$ cat config.mk
export PLATFORM = sky130hd
export DESIGN_NAME = app_line_echo
export DESIGN_NICKNAME = d
export VERILOG_FILES = /design/src/rtl/app_line_echo_pkg.sv /design/src/rtl/app_byte_fifo.sv /design/src/rtl/app_line_echo.sv
export SDC_FILE = /design/constraint.sdc
export NUM_CORES = 1
export LEC_CHECK = 0
export CAP_MARGIN = 20
export CORE_MARGIN = 1.5
export CORE_UTILIZATION = 50
export DETAILED_ROUTE_END_ITERATION = 8
export GPL_ROUTABILITY_DRIVEN = 0
export PLACE_DENSITY = 0.66
export SYNTH_ARGS = -nofsm -noshare
export SYNTH_HDL_FRONTEND = slang
export SYNTH_SLANG_ARGS = --single-unit
$ cat constraint.sdc
create_clock -name clk_i -period 3.7 [get_ports clk_i]
set_input_delay 0.74 -clock clk_i [delete_from_list [all_inputs] [get_ports clk_i]]
set_output_delay 0.74 -clock clk_i [all_outputs]
set_load 0.01 [all_outputs]
$ cat src/rtl/app_line_echo_pkg.sv
// Shared types and ASCII constants for the line-buffered echo stage.
// The case-folding helper is used when APP_LINE_ECHO_UPPERCASE_EN is defined.
package app_line_echo_pkg;

  typedef enum logic [0:0] {
    ST_FILL  = 1'b0,
    ST_DRAIN = 1'b1
  } state_e;

  localparam logic [7:0] ASCII_LC_A        = 8'h61;
  localparam logic [7:0] ASCII_LC_Z        = 8'h7A;
  localparam logic [7:0] ASCII_CASE_OFFSET = 8'h20;

  function automatic logic [7:0] to_upper(input logic [7:0] b);
    logic [7:0] r;
    if (b >= ASCII_LC_A && b <= ASCII_LC_Z) begin
      r = b - ASCII_CASE_OFFSET;
    end else begin
      r = b;
    end
    return r;
  endfunction

endpackage

$ cat src/rtl/app_byte_fifo.sv
// Byte FIFO with registered write and asynchronous read (LUT-RAM style).
// Push while full and pop while empty are ignored; the array itself is not reset.
module app_byte_fifo
  import app_line_echo_pkg::*;
#(
  parameter int DEPTH = 64,
  parameter int WIDTH = 8,
  localparam int PTR_W = $clog2(DEPTH),
  localparam int CNT_W = PTR_W + 1
) (
  input  logic             clk_i,
  input  logic             rstn_i,
  input  logic             push_i,
  input  logic [WIDTH-1:0] wdata_i,
  input  logic             pop_i,
  output logic [WIDTH-1:0] rdata_o,
  output logic             full_o,
  output logic             empty_o,
  output logic [CNT_W-1:0] count_o
);

  logic [WIDTH-1:0] mem_q [DEPTH];
  logic [PTR_W-1:0] wr_ptr_q, wr_ptr_d;
  logic [PTR_W-1:0] rd_ptr_q, rd_ptr_d;
  logic [CNT_W-1:0] count_q, count_d;
  logic             push_s, pop_s;

  assign full_o  = (count_q == CNT_W'(DEPTH));
  assign empty_o = (count_q == {CNT_W{1'b0}});
  assign count_o = count_q;
  assign rdata_o = mem_q[rd_ptr_q];
  assign push_s  = push_i && !full_o;
  assign pop_s   = pop_i && !empty_o;

  // Pointer and occupancy next-state
  always_comb begin
    wr_ptr_d = wr_ptr_q;
    rd_ptr_d = rd_ptr_q;
    count_d  = count_q;
    if (push_s) begin
      wr_ptr_d = wr_ptr_q + PTR_W'(1);
    end else begin
      wr_ptr_d = wr_ptr_q;
    end
    if (pop_s) begin
      rd_ptr_d = rd_ptr_q + PTR_W'(1);
    end else begin
      rd_ptr_d = rd_ptr_q;
    end
    case ({push_s, pop_s})
      2'b10:   count_d = count_q + CNT_W'(1);
      2'b01:   count_d = count_q - CNT_W'(1);
      default: count_d = count_q;
    endcase
  end

  // Pointer and occupancy registers
  always_ff @(posedge clk_i) begin
    if (!rstn_i) begin
      wr_ptr_q <= {PTR_W{1'b0}};
      rd_ptr_q <= {PTR_W{1'b0}};
      count_q  <= {CNT_W{1'b0}};
    end else begin
      wr_ptr_q <= wr_ptr_d;
      rd_ptr_q <= rd_ptr_d;
      count_q  <= count_d;
    end
  end

  // Storage array write port
  always_ff @(posedge clk_i) begin
    if (push_s) begin
      mem_q[wr_ptr_q] <= wdata_i;
    end
  end

endmodule

$ cat src/rtl/app_line_echo.sv
// Line-buffered echo: collects OUT bytes until terminator, full buffer or idle
// timeout, then replays them on IN. APP_LINE_ECHO_UPPERCASE_EN folds a-z to A-Z.
module app_line_echo
  import app_line_echo_pkg::*;
#(
  parameter int         DEPTH     = 64,
  parameter logic [7:0] TERM_BYTE = 8'h0D,
  parameter int         TIMEOUT   = 2000
) (
  input  logic       clk_i,
  input  logic       rstn_i,
  input  logic [7:0] out_data_i,
  input  logic       out_valid_i,
  output logic       out_ready_o,
  output logic [7:0] in_data_o,
  output logic       in_valid_o,
  input  logic       in_ready_i
);

  localparam int          CNT_W      = $clog2(DEPTH) + 1;
  localparam bit          TIMEOUT_EN = (TIMEOUT > 0);
  localparam logic [31:0] IDLE_LAST  = TIMEOUT_EN ? 32'(TIMEOUT - 1) : 32'd0;

  state_e           state_q, state_d;
  logic [31:0]      idle_q, idle_d;
  logic [CNT_W-1:0] count_s;
  logic [7:0]       rdata_s;
  logic             full_s, empty_s, push_s, pop_s;

  assign out_ready_o = (state_q == ST_FILL) && !full_s;
  assign in_valid_o  = (state_q == ST_DRAIN) && !empty_s;
  assign push_s      = out_ready_o && out_valid_i;
  assign pop_s       = in_valid_o && in_ready_i;

`ifdef APP_LINE_ECHO_UPPERCASE_EN
  assign in_data_o = to_upper(rdata_s);
`else
  assign in_data_o = rdata_s;
`endif

  app_byte_fifo #(
    .DEPTH (DEPTH),
    .WIDTH (8)
  ) u_fifo (
    .clk_i   (clk_i),
    .rstn_i  (rstn_i),
    .push_i  (push_s),
    .wdata_i (out_data_i),
    .pop_i   (pop_s),
    .rdata_o (rdata_s),
    .full_o  (full_s),
    .empty_o (empty_s),
    .count_o (count_s)
  );

  // Fill/drain sequencing and idle timeout
  always_comb begin
    state_d = state_q;
    idle_d  = idle_q;
    case (state_q)
      ST_FILL: begin
        if (push_s) begin
          idle_d = 32'd0;
          if (out_data_i == TERM_BYTE || count_s == CNT_W'(DEPTH - 1)) begin
            state_d = ST_DRAIN;
          end else begin
            state_d = ST_FILL;
          end
        end else if (!empty_s) begin
          if (TIMEOUT_EN && idle_q == IDLE_LAST) begin
            state_d = ST_DRAIN;
          end else begin
            state_d = ST_FILL;
          end
          if (idle_q != 32'hFFFF_FFFF) begin
            idle_d = idle_q + 32'd1;
          end else begin
            idle_d = idle_q;
          end
        end else begin
          state_d = ST_FILL;
          idle_d  = idle_q;
        end
      end
      ST_DRAIN: begin
        idle_d = 32'd0;
        // An empty FIFO here is unreachable in normal flow; recover to FILL.
        if ((pop_s && count_s == CNT_W'(1)) || empty_s) begin
          state_d = ST_FILL;
        end else begin
          state_d = ST_DRAIN;
        end
      end
      default: begin
        state_d = ST_FILL;
        idle_d  = 32'd0;
      end
    endcase
  end

  // State and idle counter registers
  always_ff @(posedge clk_i) begin
    if (!rstn_i) begin
      state_q <= ST_FILL;
      idle_q  <= 32'd0;
    end else begin
      state_q <= state_d;
      idle_q  <= idle_d;
    end
  end

endmodule

==> results.tsv <==
stage	metric	value	unit
route	vias	12800	
setup_path	Crit Path Class	reg2out	
pwr	Clk network pwr share	42.5	%
pwr	Sw Pwr	2550	µW
floorplan	chip width	217	µm
floorplan	IO Pins	22	
floorplan	Core ar.	0.0454	mm²
timing	# setup viols final	0	
synthesis	syn_area_per_cell	17.6	µm²
setup_path	crit start category	flop	
global_route	vias in the first global route	12700	
outcome	status	complete, no violations	
worst_hold_path	Hold Crit Class	reg2reg	
clock_network	H-tree depth	2	
global_route	Overall Global Routing Usage	23.5	%
clock_network	clock root cell	clkbuf_16	
timing	clock skew	0.0152	ns
pwr	Flop pwr share	55.2	%
synthesis	synth top area cells	edfxtp_1 67%, mux4_2 11%, dfxtp_1 5.0%	
timing	Tmin final	3.66	ns
pwr	Pleak	0.00844	µW
finish	share of cells above drive strength 1	27.3	%
setup_path	CP arrival	2.92	ns
floorplan	die area	0.0473	mm²
timing	Max Clk Rate	273	MHz
timing	final hold viol count	0	
floorplan	row cnt	78	
synthesis	Yosys Warn Count	0	
finish	number of diodes	0	
clock_network	Worst-path clk slew	0.06	ns
pwr	Power Dens Cells	474	mW/mm²
finish	Final #Nets	1490	
timing	hold_ws	0.479	ns
route	post-DR wirelength/cell	25.7	µm
floorplan	Die Span Y	217	µm
synthesis	Mapped Nets	1328	
synthesis	top_reg_cell synth	edfxtp_1	
route	Total Wirelength	54200	µm
clock_network	Longest Clk Path Bufs	3	
timing	RSZ-0062 raised after global routing	yes	
pwr	logic gate share of total power	2.3	%
global_route	grt ovf	0	
synthesis	synthesized flop and latch total	570	
global_route	antenna violations before repair	1	
setup_path	cell chain of the critical path	buf_12 > buf_4 > mux4_2 > mux4_2 > nor2b_1 > a211oi_2 > buf_4 > a31oi_4 > buf_2	
setup_path	WP data required	2.96	ns
clock_network	Num CTS Buffers	56	
clock_network	CTS tree	done	
place	PortBufs	21	
global_route	pin count of the biggest net entering global routing	65	
global_route	first-pass GRT wire length	81200	µm
setup_path	R2R depth	9	
synthesis	Unique masters post-synth	63	
clock_network	clock sink total	570	
route	number of DRC markers in iteration 0	1402	
timing	Slew @ Worst Pin	0.976	ns
setup_path	max incr delay on CP	0.50	ns
synthesis	Synth Cell Area	0.0230	mm²
synthesis	ys async rst share	0	%
synthesis	top-count cell post-synth	edfxtp_1	
setup_path	CP Max Fanout	3	
pwr	P_int	10200	µW
timing	ratio of final minimum period to clock period	99.0	%
setup_path	reg2reg setup slack	0.63	ns
synthesis	Synth top area share	66.9	%
route	Antenna Nets Post-Route	0	
pwr	Sw Share	20.0	%
synthesis	leading cell types by count after synthesis	512 x edfxtp_1, 112 x mux4_2, 102 x nor2_1	
pwr	VDD IR-drop max	0.444	mV
route	DRT Pass-1 Iters	5	
timing	slew margin rel.	34.8	%
timing	Final Max Tran Viols	0	
setup_path	crit path max-delay cell type	mux4_2	
setup_path	CP endpoint kind	output port	
finish	utilization after layout	59.2	%
route	number of remaining DRC errors	0	
synthesis	Synth area leader	edfxtp_1	
place	DP HPWL	33900	µm
synthesis	Post-synth EDFFs	512	
pwr	Total Power	12700	µW
worst_hold_path	hold depth	2	
run	Max Cap Violations	0	
floorplan	initial core utilization	50.7	%
synthesis	sequential share of the synthesized area	71.9	%
clock_network	worst skew pair latency	0.61	ns
clock_network	Hold-fix buffers, CTS	0	
finish	Area growth syn-to-layout	16.9	%
synthesis	Post-Synthesis Cells	1308	
route	vias per inst	6.08	
per-stage QoR:
step	area, µm²	instances	setup slack [ns]	setup TNS, ns
after floorplan	23000	1308	0.761	0
after global placement	24500	1977	0.153	0
after detailed placement	24500	1977	0.149	0
after CTS	26800	2108	0.000197	0
after global routing	26900	2112	-0.0406	-0.0554
final	26900	2112	0.0355	0
cell families after synthesis:
kind of cell | after synthesis | share of synthesized area, %
flops | 570 | 71.9
simple gates | 301 | 7.02
mux | 180 | 14.0
compound gates | 146 | 4.15
buf+inv | 89 | 1.95
xor+xnor | 14 | 0.533
fa+ha+maj | 8 | 0.435
sequential cells by signal (all words and copies together), names as in the netlist, named ones only:
| signal | cells |
|---|---|
| state_q | 1 |
| u_fifo.rd_ptr_q | 6 |
| u_fifo.mem_q | 512 |
| u_fifo.wr_ptr_q | 6 |
| idle_q | 32 |
| u_fifo.count_o | 7 |
repair_timing:
action / in CTS / in global routing
pin swaps: 4 / 2
cloned: 3 / 1
setup buffers: 30 / 3
gates resized for setup: 69 / 11
endpoints found under the setup margin: 8 / 8
layout make-up:
| cell class | count | area (µm²) |
|---|---|---|
| clock inverters | 30 | 248 |
| flip-flops and latches | 570 | 16500 |
| repair buffers | 182 | 1640 |
| multi-input cells | 649 | 6160 |
| fillers | 3389 | 18500 |
| inverters | 11 | 41.3 |
| clock buffers | 70 | 1480 |
| well taps | 600 | 751 |
layout by cell type (no fill, tap or decap), types with 8 or more instances in the layout:
cell type	instances
a21oi_1	36
nor3_1	8
clkinv_1	14
mux2i_1	52
clkbuf_16	58
mux2_2	8
nand4_1	17
buf_12	8
ha_1	8
and3_1	9
edfxtp_1	512
or4_1	12
buf_2	10
mux4_2	112
nand2_1	37
or3_1	17
a22oi_1	9
clkbuf_1	13
and4_1	10
inv_1	11
o22ai_1	10
a211oi_1	8
buf_4	137
xor2_1	9
nand3_1	22
o21ai_0	24
nor4_1	14
dfxtp_1	53
o31ai_1	8
nor2_1	101
path summary, 6_finish.rpt:
path                                         from                end
worst max register to register  u_fifo.count_o[2]  u_fifo.count_o[5]
worst min-delay path                   idle_q[10]         idle_q[10]
worst min register to register         idle_q[10]         idle_q[10]
worst max-delay path                         flop       in_data_o[6]
metal layers:
metal | share of wire (%) | vias up | GRT usage [%]
met5 | 0 | - | 0
met4 | 3.0 | 0 | 7.71
met3 | 8.8 | 100 | 5.36
met2 | 46 | 536 | 35.7
met1 | 42 | 6593 | 33.8
li1 | - | 5614 | -
power groups by stage:
stage	Sequential (µW)	Combinational, µW	Clock [µW]
after floorplan	7170	109	0
after global placement	7180	287	0
after detailed placement	7180	295	0
after CTS	7040	295	5500
after global routing	7040	319	5730
final	7040	294	5410
worst max-delay path: cells and delay by family, from the launching register on:
family          cells  cell delay [ns]
compound gates      2             0.22
flops               1             0.37
mux                 2             0.97
buf+inv             4             0.62
simple gates        1             0.15
Note: power is estimated with default switching activity, not from simulation.
